$ cat src/rtl/acc_sched_pkg.sv
// Shared types and default constants for the accumulator job scheduler.
package acc_sched_pkg;

  typedef enum logic [2:0] {
    IDLE      = 3'd0,
    LAUNCH    = 3'd1,
    WAIT_DONE = 3'd2,
    WAIT_IDLE = 3'd3,
    HALT      = 3'd4
  } sched_state_e;

  localparam int DEF_CNT_BIT     = 8;
  localparam int DEF_DEPTH       = 4;
  localparam int DEF_JOBS_W      = 16;
  localparam int DEF_WDOG_CYCLES = 1024;

endpackage

$ cat src/rtl/acc_job_fifo.sv
// Job queue: DEPTH x W registered storage, pointers carry an extra wrap bit
// so full and empty are told apart without a separate counter.
module acc_job_fifo #(
  parameter int W     = 8,
  parameter int DEPTH = 4
) (
  input  logic                       clk,
  input  logic                       reset_n,
  input  logic                       push_i,
  input  logic                       pop_i,
  input  logic [W-1:0]               data_i,
  output logic [W-1:0]               data_o,
  output logic                       full_o,
  output logic                       empty_o,
  output logic [$clog2(DEPTH):0]     level_o
);

  localparam int AW = $clog2(DEPTH);

  logic [W-1:0] mem_q [DEPTH];
  logic [AW:0]  wptr_q, wptr_d;
  logic [AW:0]  rptr_q, rptr_d;
  logic         do_push, do_pop;

  assign full_o  = (wptr_q[AW] != rptr_q[AW]) && (wptr_q[AW-1:0] == rptr_q[AW-1:0]);
  assign empty_o = (wptr_q == rptr_q);
  assign level_o = wptr_q - rptr_q;
  assign data_o  = mem_q[rptr_q[AW-1:0]];

  assign do_push = push_i && !full_o;
  assign do_pop  = pop_i && !empty_o;

  always_comb begin
    wptr_d = wptr_q;
    rptr_d = rptr_q;
    if (do_push) wptr_d = wptr_q + 1'b1;
    if (do_pop)  rptr_d = rptr_q + 1'b1;
  end

  always_ff @(posedge clk or negedge reset_n) begin
    if (!reset_n) begin
      wptr_q <= '0;
      rptr_q <= '0;
    end else begin
      wptr_q <= wptr_d;
      rptr_q <= rptr_d;
    end
  end

  // Storage needs no reset: entries are only read once the pointers say valid.
  always_ff @(posedge clk) begin
    if (do_push) mem_q[wptr_q[AW-1:0]] <= data_i;
  end

endmodule

$ cat src/rtl/acc_job_scheduler.sv
// Accumulator job scheduler: queues run counts and launches them one at a time.
// Optional watchdog on WAIT_DONE is enabled with macro ACC_SCHED_WDOG_EN.
module acc_job_scheduler
  import acc_sched_pkg::*;
#(
  parameter int CNT_BIT     = DEF_CNT_BIT,
  parameter int DEPTH       = DEF_DEPTH,
  parameter int JOBS_W      = DEF_JOBS_W,
  parameter int WDOG_CYCLES = DEF_WDOG_CYCLES
) (
  input  logic                     clk,
  input  logic                     reset_n,
  input  logic                     push_valid_i,
  output logic                     push_ready_o,
  input  logic [CNT_BIT-1:0]       push_count_i,
  output logic                     start_run_o,
  output logic [CNT_BIT-1:0]       run_count_o,
  input  logic                     acc_idle_i,
  input  logic                     acc_done_i,
  output logic                     busy_o,
  output logic [$clog2(DEPTH):0]   level_o,
  output logic [JOBS_W-1:0]        jobs_done_o,
  output logic                     err_o,
  input  logic                     clear_err_i
);

  sched_state_e       state_q, state_d;
  logic [CNT_BIT-1:0] run_count_q, run_count_d;
  logic [JOBS_W-1:0]  jobs_q, jobs_d;
  logic               fifo_full, fifo_empty, fifo_pop;
  logic [CNT_BIT-1:0] fifo_head;

  assign push_ready_o = !fifo_full;

  acc_job_fifo #(
    .W     (CNT_BIT),
    .DEPTH (DEPTH)
  ) u_fifo (
    .clk     (clk),
    .reset_n (reset_n),
    .push_i  (push_valid_i && push_ready_o),
    .pop_i   (fifo_pop),
    .data_i  (push_count_i),
    .data_o  (fifo_head),
    .full_o  (fifo_full),
    .empty_o (fifo_empty),
    .level_o (level_o)
  );

`ifdef ACC_SCHED_WDOG_EN
  localparam int WDW = $clog2(WDOG_CYCLES + 1);
  logic [WDW-1:0] wdog_q, wdog_d;
  logic           err_q, err_d;
  assign err_o = err_q;
`else
  logic unused_clear_err;
  assign unused_clear_err = clear_err_i;
  assign err_o = 1'b0;
`endif

  always_comb begin
    state_d     = state_q;
    run_count_d = run_count_q;
    jobs_d      = jobs_q;
    fifo_pop    = 1'b0;
`ifdef ACC_SCHED_WDOG_EN
    wdog_d      = '0;
    err_d       = err_q;
`endif
    case (state_q)
      IDLE: begin
        // Zero-count jobs are popped and dropped without a launch.
        if (!fifo_empty && acc_idle_i) begin
          fifo_pop = 1'b1;
          if (fifo_head != '0) begin
            state_d     = LAUNCH;
            run_count_d = fifo_head;
          end
        end
      end
      LAUNCH: state_d = WAIT_DONE;
      WAIT_DONE: begin
        if (acc_done_i) begin
          jobs_d  = jobs_q + JOBS_W'(1);
          state_d = WAIT_IDLE;
        end
`ifdef ACC_SCHED_WDOG_EN
        else if (wdog_q == WDW'(WDOG_CYCLES - 1)) begin
          err_d   = 1'b1;
          state_d = HALT;
        end else begin
          wdog_d = wdog_q + WDW'(1);
        end
`endif
      end
      WAIT_IDLE: if (acc_idle_i) state_d = IDLE;
      HALT: begin
`ifdef ACC_SCHED_WDOG_EN
        if (clear_err_i) begin
          err_d   = 1'b0;
          state_d = WAIT_IDLE;
        end
`else
        state_d = IDLE;
`endif
      end
      default: state_d = IDLE;
    endcase
  end

  always_ff @(posedge clk or negedge reset_n) begin
    if (!reset_n) begin
      state_q     <= IDLE;
      run_count_q <= '0;
      jobs_q      <= '0;
`ifdef ACC_SCHED_WDOG_EN
      wdog_q      <= '0;
      err_q       <= 1'b0;
`endif
    end else begin
      state_q     <= state_d;
      run_count_q <= run_count_d;
      jobs_q      <= jobs_d;
`ifdef ACC_SCHED_WDOG_EN
      wdog_q      <= wdog_d;
      err_q       <= err_d;
`endif
    end
  end

  assign start_run_o = (state_q == LAUNCH);
  assign run_count_o = run_count_q;
  assign jobs_done_o = jobs_q;
  assign busy_o      = (state_q != IDLE) || !fifo_empty;

endmodule

$ cat config.mk
export PLATFORM = sky130hd
export DESIGN_NAME = acc_job_scheduler
export DESIGN_NICKNAME = d
export VERILOG_FILES = /design/src/rtl/acc_sched_pkg.sv /design/src/rtl/acc_job_fifo.sv /design/src/rtl/acc_job_scheduler.sv
export SDC_FILE = /design/constraint.sdc
export NUM_CORES = 1
export LEC_CHECK = 0
export ABC_AREA = 1
export ABC_CLOCK_PERIOD_IN_PS = 2500
export BUFFER_PORTS_ARGS = -buffer_cell sky130_fd_sc_hd__buf_2
export CAP_MARGIN = 5
export CORE_ASPECT_RATIO = 2
export CORE_MARGIN = 2
export CORE_UTILIZATION = 56
export CTS_CLUSTER_DIAMETER = 150
export DETAILED_ROUTE_END_ITERATION = 12
export MAX_ROUTING_LAYER = met4
export PLACE_DENSITY_LB_ADDON = 0.3
export SYNTH_ARGS = -nofsm -noshare
export SYNTH_HDL_FRONTEND = slang
export SYNTH_SLANG_ARGS = --single-unit
export TNS_END_PERCENT = 1
$ cat constraint.sdc
create_clock -name clk -period 2.5 [get_ports clk]
set_input_delay 0.5 -clock clk [delete_from_list [all_inputs] [get_ports clk]]
set_output_delay 0.5 -clock clk [all_outputs]
set_load 0.02 [all_outputs]
==> run summary, run 1 <==
HP Class = in -> async
F_max = 442 MHz
Slew HR = 0.531
Clock Skews = 5.67 ps
Worst Path Arrival = 1760 ps
First-pass GRT wire length = 8.40 mm
Via density per instance = 5.05
Post-synth EDFFs = 32
Core Area = 5050 um2
Leak Pwr = 0.00160 uW
All-Layer GR Usage = 0.217
WS Path Type = reg -> out
CTS Buf Count = 9
Met2 WL = 2.56 mm
Root buf cell = clkbuf_8
Mapped cell area = 2890 um2
Largest net degree at the start of global routing = 33
Footprint of the multi-input gates = 975 um2
Post-synthesis sequential area ratio = 0.610
Postcts setup bufs = 0
Fill cells = 406
Crit end category = output port
H-tree Lvls = 3
Period utilization = 0.905
Async SR Flop Fraction = 0.500
Crit path required time = 2000 ps
Port Buffers = 42
Final setup vio count = 0
Seq. cell area = 1760 um2
CTS tree = done
Die area = 5790 um2
#FFs+latches synth = 64
R2r setup slk = 430 ps
Initial Util = 0.573
Depth of the most critical reg-to-reg path = 6
Die Span Y = 106 um
Cells after synthesis = 265
Number of global-route vias before repair = 1,846
Chip Width = 54.8 um
# DRC = 0
Synth cell types = 29
Worst-path clk slew = 70 ps
Synth top area cells = edfxtp_1, dfrtp_1, nand2_1
Fin cells = 381
Initial antenna violation count = 0
Routed met3 length = 200 um
Sinks on Clock Net = 64
# hold bufs at CTS = 0
Global route overflow = 0
Metal-1 WL = 2.12 mm
WHS = 203 ps
DRT iter0 DRCs = 56
# IOs = 45
Crit start category = flip-flop
Post-route minimum period = 2260 ps
Synth Warn # = 0
Reg-to-Reg End = u_fifo.mem_q[3][5]
Max clock buf depth = 2
Placed insts = 365
Routed vias = 1,924
Worst R2R Start = u_fifo.rptr_q[1]
Wire per inst = 13.2 um
Actual slew at the worst max-slew pin = 703 ps
Top cells by count, synth = nand2_1, dfrtp_1, edfxtp_1, inv_1, nand3_1
Top cell type by total area after synthesis = edfxtp_1
Status = complete, no violations
Worst-skew pair later-pin latency = 340 ps
Row count = 37
Detailed Routing Iterations Pass 1 = 4
Post-CTS sizing = 0
Critical-path maximum fanout = 11
Slew Viols, Final = 0
Peak VDD IR = 1.09 mV
Highest Signal Layer = met4
Post-DP HPWL = 3.62 mm
Syn_nets = 292
Yosys top cell area share = 0.332
Nets = 345
Avg Cell Area, Syn = 10.9 um2
Power per Cell Area = 1210 nW/um2
RSZ-0062 raised after global routing = false
Total Wirelength = 5.03 mm
Setup TNS = 0 ps
Antenna Cells = 0
Ys flop type = edfxtp_1
Top-count cell post-synth = nand2_1
Placer Congestion = 0.757
Share of layout cells above drive strength 1 = 0.245
Syn-to-layout area delta = 15.0%
Max Cap Violations = 0
Routed Antenna Nets = 0
Hold Fails Final Rpt = 0
## metrics by stage
stage	total power, uW	area (um2)	util	setup WS, ps
after CTS	4080	3320	0.659	218
final	4020	3320	0.659	237
after global routing	4360	3320	0.659	118
after global placement	3270	3160	0.626	493
after detailed placement	3330	3160	0.626	424
after floorplan	2860	2890	-	274
## cell usage in the layout (no fill, tap or decap)
master	Yosys	routed
nand2_1	75	75
buf_2	1	42
dfrtp_1	32	32
edfxtp_1	32	32
inv_1	23	23
nand3_1	22	22
ha_1	12	12
xnor2_1	10	10
xor2_1	10	10
clkbuf_8	0	9
nor2_1	8	8
nor2_2	6	6
o21ai_1	6	6
buf_4	2	6
nand4_1	5	5
clkinv_2	0	4
nand2_2	3	3
nand3b_1	2	2
a21oi_1	2	2
o21ai_2	2	2
inv_2	1	1
inv_4	1	1
o22ai_1	1	1
nand2_4	1	1
nor3_2	1	1
mux2_2	1	1
o21ai_0	1	1
fa_1	1	1
conb_1	1	1
clkbuf_1	0	1
clkinv_4	0	1
clkinvlp_4	0	1
## state kept, by name, summed over array words and instances, names as in the netlist
register / flops
u_fifo.mem_q: 32
jobs_done_o: 16
run_count_o: 8
u_fifo.rptr_q: 3
u_fifo.wptr_q: 3
state_q: 2
## critical path: stages, from the launching register on
cell,delay [ps]
dfrtp_1,560
fa_1,500
xnor2_1,180
buf_2,190
## per-layer routing
metal,vias to the layer above,global-route usage
met2,41,0.323
met5,-,-
li1,964,-
met4,0,0.129
met3,13,0.0595
met1,906,0.252
## how the worst max path moves through the flow
stage	startpoint	end	cells after the start
2_1_floorplan	u_fifo.rptr_q[1]	u_fifo.mem_q[3][0]	6
3_3_place_gp	u_fifo.rptr_q[1]	u_fifo.mem_q[3][7]	6
3_5_place_dp	u_fifo.rptr_q[1]	u_fifo.mem_q[3][7]	6
4_1_cts	u_fifo.rptr_q[1]	level_o[2]	3
5_1_grt	u_fifo.wptr_q[0]	level_o[2]	5
6_report	u_fifo.rptr_q[1]	level_o[2]	3
## cell type report
type	count	area share
Clock buffer	10	0.0384
Clock inverter	6	0.0109
Inverter	25	0.0290
Multi-Input combinational cell	170	0.293
Sequential cell	64	0.530
Tap cell	58	0.0218
Timing Repair Buffer	48	0.0768
## cell families after synthesis
logic type	synth area share
other	0.00130
muxes	0.00390
adders and majority gates	0.0589
xor gates and xnor gates	0.0606
AOI/OAI and AO/OA	0.0238
DFF	0.610
and+or+nand+nor	0.189
buffers and inverters	0.0532
## where the power goes
part	switching (uW)	internal, uW	total, uW
clock	379	353	732
sequential	187	1410	1600
combinational	1100	597	1690
No activity file was read; power rests on OpenSTA's default activity.
==> run 2, diff against run 1 <==
--- a/config.mk
+++ b/config.mk
@@ -11,12 +11,14 @@
 export CAP_MARGIN = 5
 export CORE_ASPECT_RATIO = 2
 export CORE_MARGIN = 2
-export CORE_UTILIZATION = 56
+export CORE_UTILIZATION = 57
 export CTS_CLUSTER_DIAMETER = 150
 export DETAILED_ROUTE_END_ITERATION = 12
 export MAX_ROUTING_LAYER = met4
 export PLACE_DENSITY_LB_ADDON = 0.3
+export REMOVE_ABC_BUFFERS = 1
 export SYNTH_ARGS = -nofsm -noshare
 export SYNTH_HDL_FRONTEND = slang
+export SYNTH_HIERARCHICAL = 1
 export SYNTH_SLANG_ARGS = --single-unit
 export TNS_END_PERCENT = 1
==> run 2 against run 1 <==
First-iteration DRC count grew 71%. Utilization increased by 2.0 points. Non-clock buffer count up 2. Clock-buffer cell count up 1. Via count up 18%. Sequential cell count is the same. Fmax shrank 2.3%. Final cell count grew 14%. Setup slack worse by 53 ps. Synthesized cell count increased by 18%. Clock power is 36% higher. Largest power group unchanged.
==> run summary, run 2 <==
Status = complete, no violations
Leak Pwr = 0.00175 uW (+9.0%)
Max FFs per register = 32 (unchanged)
Cell-internal power = 2630 uW (+11%)
Chip Width = 56.3 um (+2.7%)
Core Area = 5370 um2 (+6.5%)
Total Wirelength = 5.86 mm (+16%)
Syn-to-layout area delta = 17.0%
Top-count cell post-synth = nand2_1
Actual slew at the worst max-slew pin = 718 ps (+15.0 ps)
Row count = 38 (+2.7%)
RSZ-0062 raised after global routing = false
Initial Util = 0.580 (+0.00757)
Share of layout cells above drive strength 1 = 0.238 (-0.00661)
# DRC = 0 (unchanged)
Highest Signal Layer = met4
R2r setup slk = 380 ps (-50 ps)
Synth cell types = 30 (+3.4%)
Top cell type by total area after synthesis = edfxtp_1
Routed Antenna Nets = 0 (unchanged)
Antenna Cells = 0 (unchanged)
Final worst slack = 184 ps (-53.3 ps)
WS Path Type = reg -> out
Placer Congestion = 0.825 (+8.9%)
Depth of the most critical reg-to-reg path = 11 (+5)
Crit end category = output port
NetSw = 1750 uW (+5.6%)
Period utilization = 0.927 (+0.0213)
DRT iter0 DRCs = 96 (+71%)
Leading cell type in the layout, fill and taps excluded = nand2_1
Port Buffers = 42 (unchanged)
Global route overflow = 0 (unchanged)
Synth top area cells = edfxtp_1, dfrtp_1, nand2_1
Max Cap Violations = 0 (unchanged)
Met2 WL = 3.38 mm (+32%)
Ys flop type = edfxtp_1
Die Span Y = 109 um (+2.8%)
Hold Fails Final Rpt = 0 (unchanged)
Post-synth EDFFs = 32 (unchanged)
Detailed Routing Iterations Pass 1 = 4 (unchanged)
Die area = 6110 um2 (+5.6%)
CTS tree = done
#FFs+latches synth = 64 (unchanged)
Max clock buf depth = 2 (unchanged)
Routed vias = 2,269 (+18%)
Metal-1 WL = 2.08 mm (-1.5%)
HP Class = in -> async
Sinks on Clock Net = 64 (unchanged)
Final setup vio count = 0 (unchanged)
Nets = 397 (+15%)
Slew Viols, Final = 0 (unchanged)
Setup TNS = 0 ps (unchanged)
Reg-to-Reg End = u_fifo/mem_q[3][7]
Post-route minimum period = 2320 ps (+53.3 ps)
First-pass GRT wire length = 9.98 mm (+19%)
Seq. cell area = 1760 um2 (about the same)
H-tree Lvls = 3 (unchanged)
Critical-path maximum fanout = 5 (-6)
Routed met3 length = 208 um (+4.0%)
Yosys top cell area share = 0.308 (-0.0243)
# IOs = 45 (unchanged)
Worst-path clk slew = 70 ps (about the same)
Largest net degree at the start of global routing = 33 (unchanged)
Async SR Flop Fraction = 0.500 (unchanged)
Slew HR = 0.521 (-0.0100)
Power per Cell Area = 1200 nW/um2 (-0.61%)
Root buf cell = clkbuf_8
CTS Buf Count = 9 (unchanged)
Worst-skew pair later-pin latency = 340 ps (about the same)
Post-DP HPWL = 4.37 mm (+21%)
Number of global-route vias before repair = 2,297 (+24%)
Pre-CTS worst setup slack = 259 ps (-165 ps)
Synth Warn # = 6 (+6)
Worst Path Arrival = 1820 ps (+60 ps)
All-Layer GR Usage = 0.225 (+0.00795)
Cells after synthesis = 314 (+18%)
Initial antenna violation count = 0 (unchanged)
Clock Skews = 6.66 ps (+0.993 ps)
Fin cells = 434 (+14%)
Avg Cell Area, Syn = 9.93 um2 (-9.0%)
Worst R2R Start = u_fifo/wptr_q[0]
Post-synthesis sequential area ratio = 0.565 (-0.0445)
Flop pwr share = 0.362 (-0.036)
Crit path required time = 2000 ps (about the same)
Comb pwr share = 0.411 (-0.010)
Peak VDD IR = 0.997 mV (-8.8%)
Crit start category = flip-flop
F_max = 432 MHz (-2.3%)
Footprint of the multi-input gates = 1160 um2 (+19%)
Most frequent cells in the layout = nand2_1, buf_2, inv_1, nor2_1, edfxtp_1
Via density per instance = 5.23 (+3.5%)
Wire per inst = 13.5 um (+2.3%)
Placed insts = 417 (+14%)
Switching share of power = 0.400 (-0.0130)
Fill cells = 444 (+9.4%)
Mapped cell area = 3120 um2 (+7.9%)
Clock power share = 0.227 (+0.045)
Top cells by count, synth = nand2_1, inv_1, nor2_1, dfrtp_1, edfxtp_1
## run 2: critical path, cell delays in order (launching register included)
cell	delay, ps
dfrtp_1	400
inv_1	120
ha_1	320
nand2_1	50
inv_1	110
nand3_2	140
inv_2	110
nand2_1	70
buf_2	160
## run 2: kinds of logic after synthesis
group / share of synthesized area
adder cells (fa/ha/maj): 0.0586
other: 0.00120
AO/OA/AOI/OAI: 0.0449
buffers and inverters: 0.0630
XOR/XNOR: 0.0337
AND/OR/NAND/NOR: 0.234
flip-flops: 0.565
## run 2: power groups by stage
stage | clock (uW) | combinational, uW | sequential [uW]
2_1_floorplan | 0 | 1130 | 1720
3_3_place_gp | 0 | 1750 | 1610
3_5_place_dp | 0 | 1800 | 1620
4_1_cts | 1020 | 1800 | 1600
5_1_grt | 1070 | 2030 | 1620
6_report | 997 | 1800 | 1590
## run 2: worst max path at each step
| stage | from | endpoint | slack [ps] | depth (start not counted) |
|---|---|---|---|---|
| final | u_fifo/wptr_q[0] | busy_o | 180 | 8 |
| after global routing | u_fifo/wptr_q[0] | busy_o | 30 | 8 |
| after CTS | u_fifo/rptr_q[1] | busy_o | 7 | 8 |
| after detailed placement | u_fifo/rptr_q[1] | u_fifo/mem_q[3][2] | 260 | 11 |
| after global placement | u_fifo/rptr_q[1] | u_fifo/mem_q[3][1] | 280 | 11 |
| after floorplan | u_fifo/rptr_q[0] | u_fifo/mem_q[0][0] | 180 | 8 |
## run 2: metrics by stage
stage | area (um2) | hold WS (ps) | utilization | power [uW]
6_report | 3650 | 207 | 0.679 | 4390
5_1_grt | 3650 | 257 | 0.679 | 4710
4_1_cts | 3640 | 220 | 0.677 | 4420
3_5_place_dp | 3410 | 464 | 0.634 | 3410
3_3_place_gp | 3410 | 457 | 0.634 | 3360
2_1_floorplan | 3070 | 204 | - | 2850
## run 2: final cells by class
type                       instances  area share
sequential                        64       0.483
multi-input combinational        205       0.318
timing repair buffer              50      0.0741
clock buffer                      11      0.0415
inverter                          39      0.0408
clock inverter                     5      0.0216
tap                               60      0.0206
## run 2: routing by layer
layer | global-route usage | vias to the layer above
met5 | - | -
met1 | 0.204 | 1070
met3 | 0.0526 | 17
li1 | - | 1132
met4 | 0.122 | 0
met2 | 0.418 | 50
## run 2: what timing repair did
| action | 4_1_cts | 5_1_grt |
|---|---|---|
| buffers inserted | 0 | 1 |
| setup endpoints to repair | 0 | 3 |
| resized for setup | 0 | 2 |
| hold buffers | 0 | 0 |
==> run 3, diff against run 2 <==
--- a/config.mk
+++ b/config.mk
@@ -6,13 +6,12 @@
 export NUM_CORES = 1
 export LEC_CHECK = 0
 export ABC_AREA = 1
-export ABC_CLOCK_PERIOD_IN_PS = 2500
+export ABC_CLOCK_PERIOD_IN_PS = 2800
 export BUFFER_PORTS_ARGS = -buffer_cell sky130_fd_sc_hd__buf_2
-export CAP_MARGIN = 5
 export CORE_ASPECT_RATIO = 2
 export CORE_MARGIN = 2
-export CORE_UTILIZATION = 57
-export CTS_CLUSTER_DIAMETER = 150
+export CORE_UTILIZATION = 60
+export CTS_CLUSTER_DIAMETER = 60
 export DETAILED_ROUTE_END_ITERATION = 12
 export MAX_ROUTING_LAYER = met4
 export PLACE_DENSITY_LB_ADDON = 0.3
==> constraint.sdc (replaced) <==
create_clock -name clk -period 2.8 [get_ports clk]
set_input_delay 0.56 -clock clk [delete_from_list [all_inputs] [get_ports clk]]
set_output_delay 0.56 -clock clk [all_outputs]
set_load 0.02 [all_outputs]
==> run 3 against run 2 <==
Final cell count decreased by 0.23%. Combinational power is 8% lower. Largest cell class unchanged. Critical path type unchanged. Design area fell by 0.86%.
==> run summary, run 3 (synthesis results as in run 2) <==
Total Wirelength = 6.15 mm (+4.8%)
Row count = 37 (-2.6%)
Die Span Y = 106 um (-2.4%)
Final setup vio count = 0 (unchanged)
Number of global-route vias before repair = 2,303 (+0.26%)
Chip Width = 55.0 um (-2.3%)
Hold Fails Final Rpt = 0 (unchanged)
Antenna Cells = 0 (unchanged)
Syn-to-layout area delta = 16.0%
Fin cells = 433 (-0.23%)
Postcts setup bufs = 0 (unchanged)
Status = complete, no violations
Clock Skews = 9.04 ps (+2.38 ps)
Max FFs per register = 32 (unchanged)
First-pass GRT wire length = 9.74 mm (-2.4%)
Max clock buf depth = 2 (unchanged)
All-Layer GR Usage = 0.245 (+0.0202)
Sinks on Clock Net = 64 (unchanged)
Crit path required time = 2240 ps (+240 ps)
Worst Path Arrival = 1840 ps (+20 ps)
Worst R2R Start = u_fifo/wptr_q[0]
Root buf cell = clkbuf_8
Leading cell type in the layout, fill and taps excluded = nand2_1
CTS Buf Count = 9 (unchanged)
Port Buffers = 42 (unchanged)
Pre-CTS worst setup slack = 685 ps (+426 ps)
Final worst slack = 404 ps (+220 ps)
Slew Viols, Final = 0 (unchanged)
Max Cap Violations = 0 (unchanged)
CTS tree = done
Design area = 3620 um2 (-0.86%)
Slew HR = 0.513 (-0.00761)
Core Area = 5090 um2 (-5.2%)
Wire per inst = 14.2 um (+5.1%)
DRT iter0 DRCs = 58 (-40%)
RSZ-0062 raised after global routing = false
Peak VDD IR = 0.999 mV (+0.20%)
Via density per instance = 5.39 (+3.1%)
# DRC = 0 (unchanged)
# IOs = 45 (unchanged)
Dpl cell area = 3420 um2 (+0.37%)
Routed vias = 2,335 (+2.9%)
Initial Util = 0.612 (+0.0319)
Crit end category = output port
Post-DP HPWL = 4.53 mm (+3.6%)
Die area = 5820 um2 (-4.7%)
Most frequent cells in the layout = nand2_1, buf_2, inv_1
Power per Cell Area = 1060 nW/um2 (-12%)
Nets = 398 (+0.25%)
Share of layout cells above drive strength 1 = 0.237 (-0.000635)
WS Path Type = reg -> out
Post-CTS sizing = 0 (unchanged)
Worst-path clk slew = 70 ps (about the same)
Critical-path maximum fanout = 5 (unchanged)
H-tree Lvls = 3 (unchanged)
F_max = 417 MHz
Largest net degree at the start of global routing = 33 (unchanged)
Crit start category = flip-flop
Period utilization = 0.856
Worst setup path start = u_fifo/wptr_q[0]
Global route overflow = 0 (unchanged)
Initial antenna violation count = 0 (unchanged)
Placer Congestion = 0.846 (+2.6%)
# hold bufs at CTS = 0 (unchanged)
Routed Antenna Nets = 0 (unchanged)
Post-route minimum period = 2400 ps
Actual slew at the worst max-slew pin = 730 ps (+11.4 ps)
Placed insts = 417 (unchanged)
HP Class = in -> async
Total power = 3840 uW (-13%)
Leak Pwr = 0.00175 uW (+0.13%)
Setup TNS = 0 ps (unchanged)
Worst-skew pair later-pin latency = 340 ps (about the same)
Detailed Routing Iterations Pass 1 = 4 (unchanged)
==> run 3: changes by cell type in the layout (fill, tap and decap cells not counted), sizes merged <==
cell      change
clkinv        +4
clkbuf        -2
clkinvlp      -2
buf           +1
bufinv        -1
inv           +1
==> run 3: final timing paths <==
check	end	slack (ps)	cells past startpoint
worst min register to register	run_count_o[1]	470	2
worst min-delay path	state_q[1]	270	1
worst max register to register	u_fifo/mem_q[3][3]	700	11
min in group clk	u_fifo/mem_q[0][5]	420	1
worst max-delay path	busy_o	400	8
max in group asynchronous	u_fifo/rptr_q[1]	2060	1
==> run 3: per-layer routing <==
layer  global-route usage  routed length (um)  share of wire  vias to the layer above
met4                0.146                 258          0.042                        0
met2                0.423                3570           0.58                       53
met3               0.0576                 236          0.038                       19
met1                0.226                2090           0.34                     1120
li1                     -                   -              -                     1143
met5                    -                   0              0                        -
==> run 3: critical path: stages (launching register included) <==
cell,delay (ps)
dfrtp_1,400
inv_1,110
ha_1,310
nand2_1,50
inv_1,110
nand3_2,130
inv_1,140
nand2_1,80
buf_2,160
==> run 3: stage by stage <==
stage	utilization	hold WS, ps
after floorplan	-	264
after global routing	0.710	319
after detailed placement	0.672	458
after global placement	0.672	454
after CTS	0.710	288
final	0.710	275
==> run 3: power by group <==
part           internal (uW)  switching (uW)
combinational            557            1100
clock                    412             356
sequential              1260             156
==> run 3: area by class of cell <==
| cell class | instances | area, um2 |
|---|---|---|
| Timing Repair Buffer | 51 | 278 |
| Clock buffer | 9 | 124 |
| Sequential cell | 64 | 1760 |
| Fill cell | 398 | 1480 |
| Inverter | 39 | 149 |
| Tap cell | 58 | 72.6 |
| Multi-Input combinational cell | 205 | 1160 |
| Clock inverter | 7 | 71.3 |
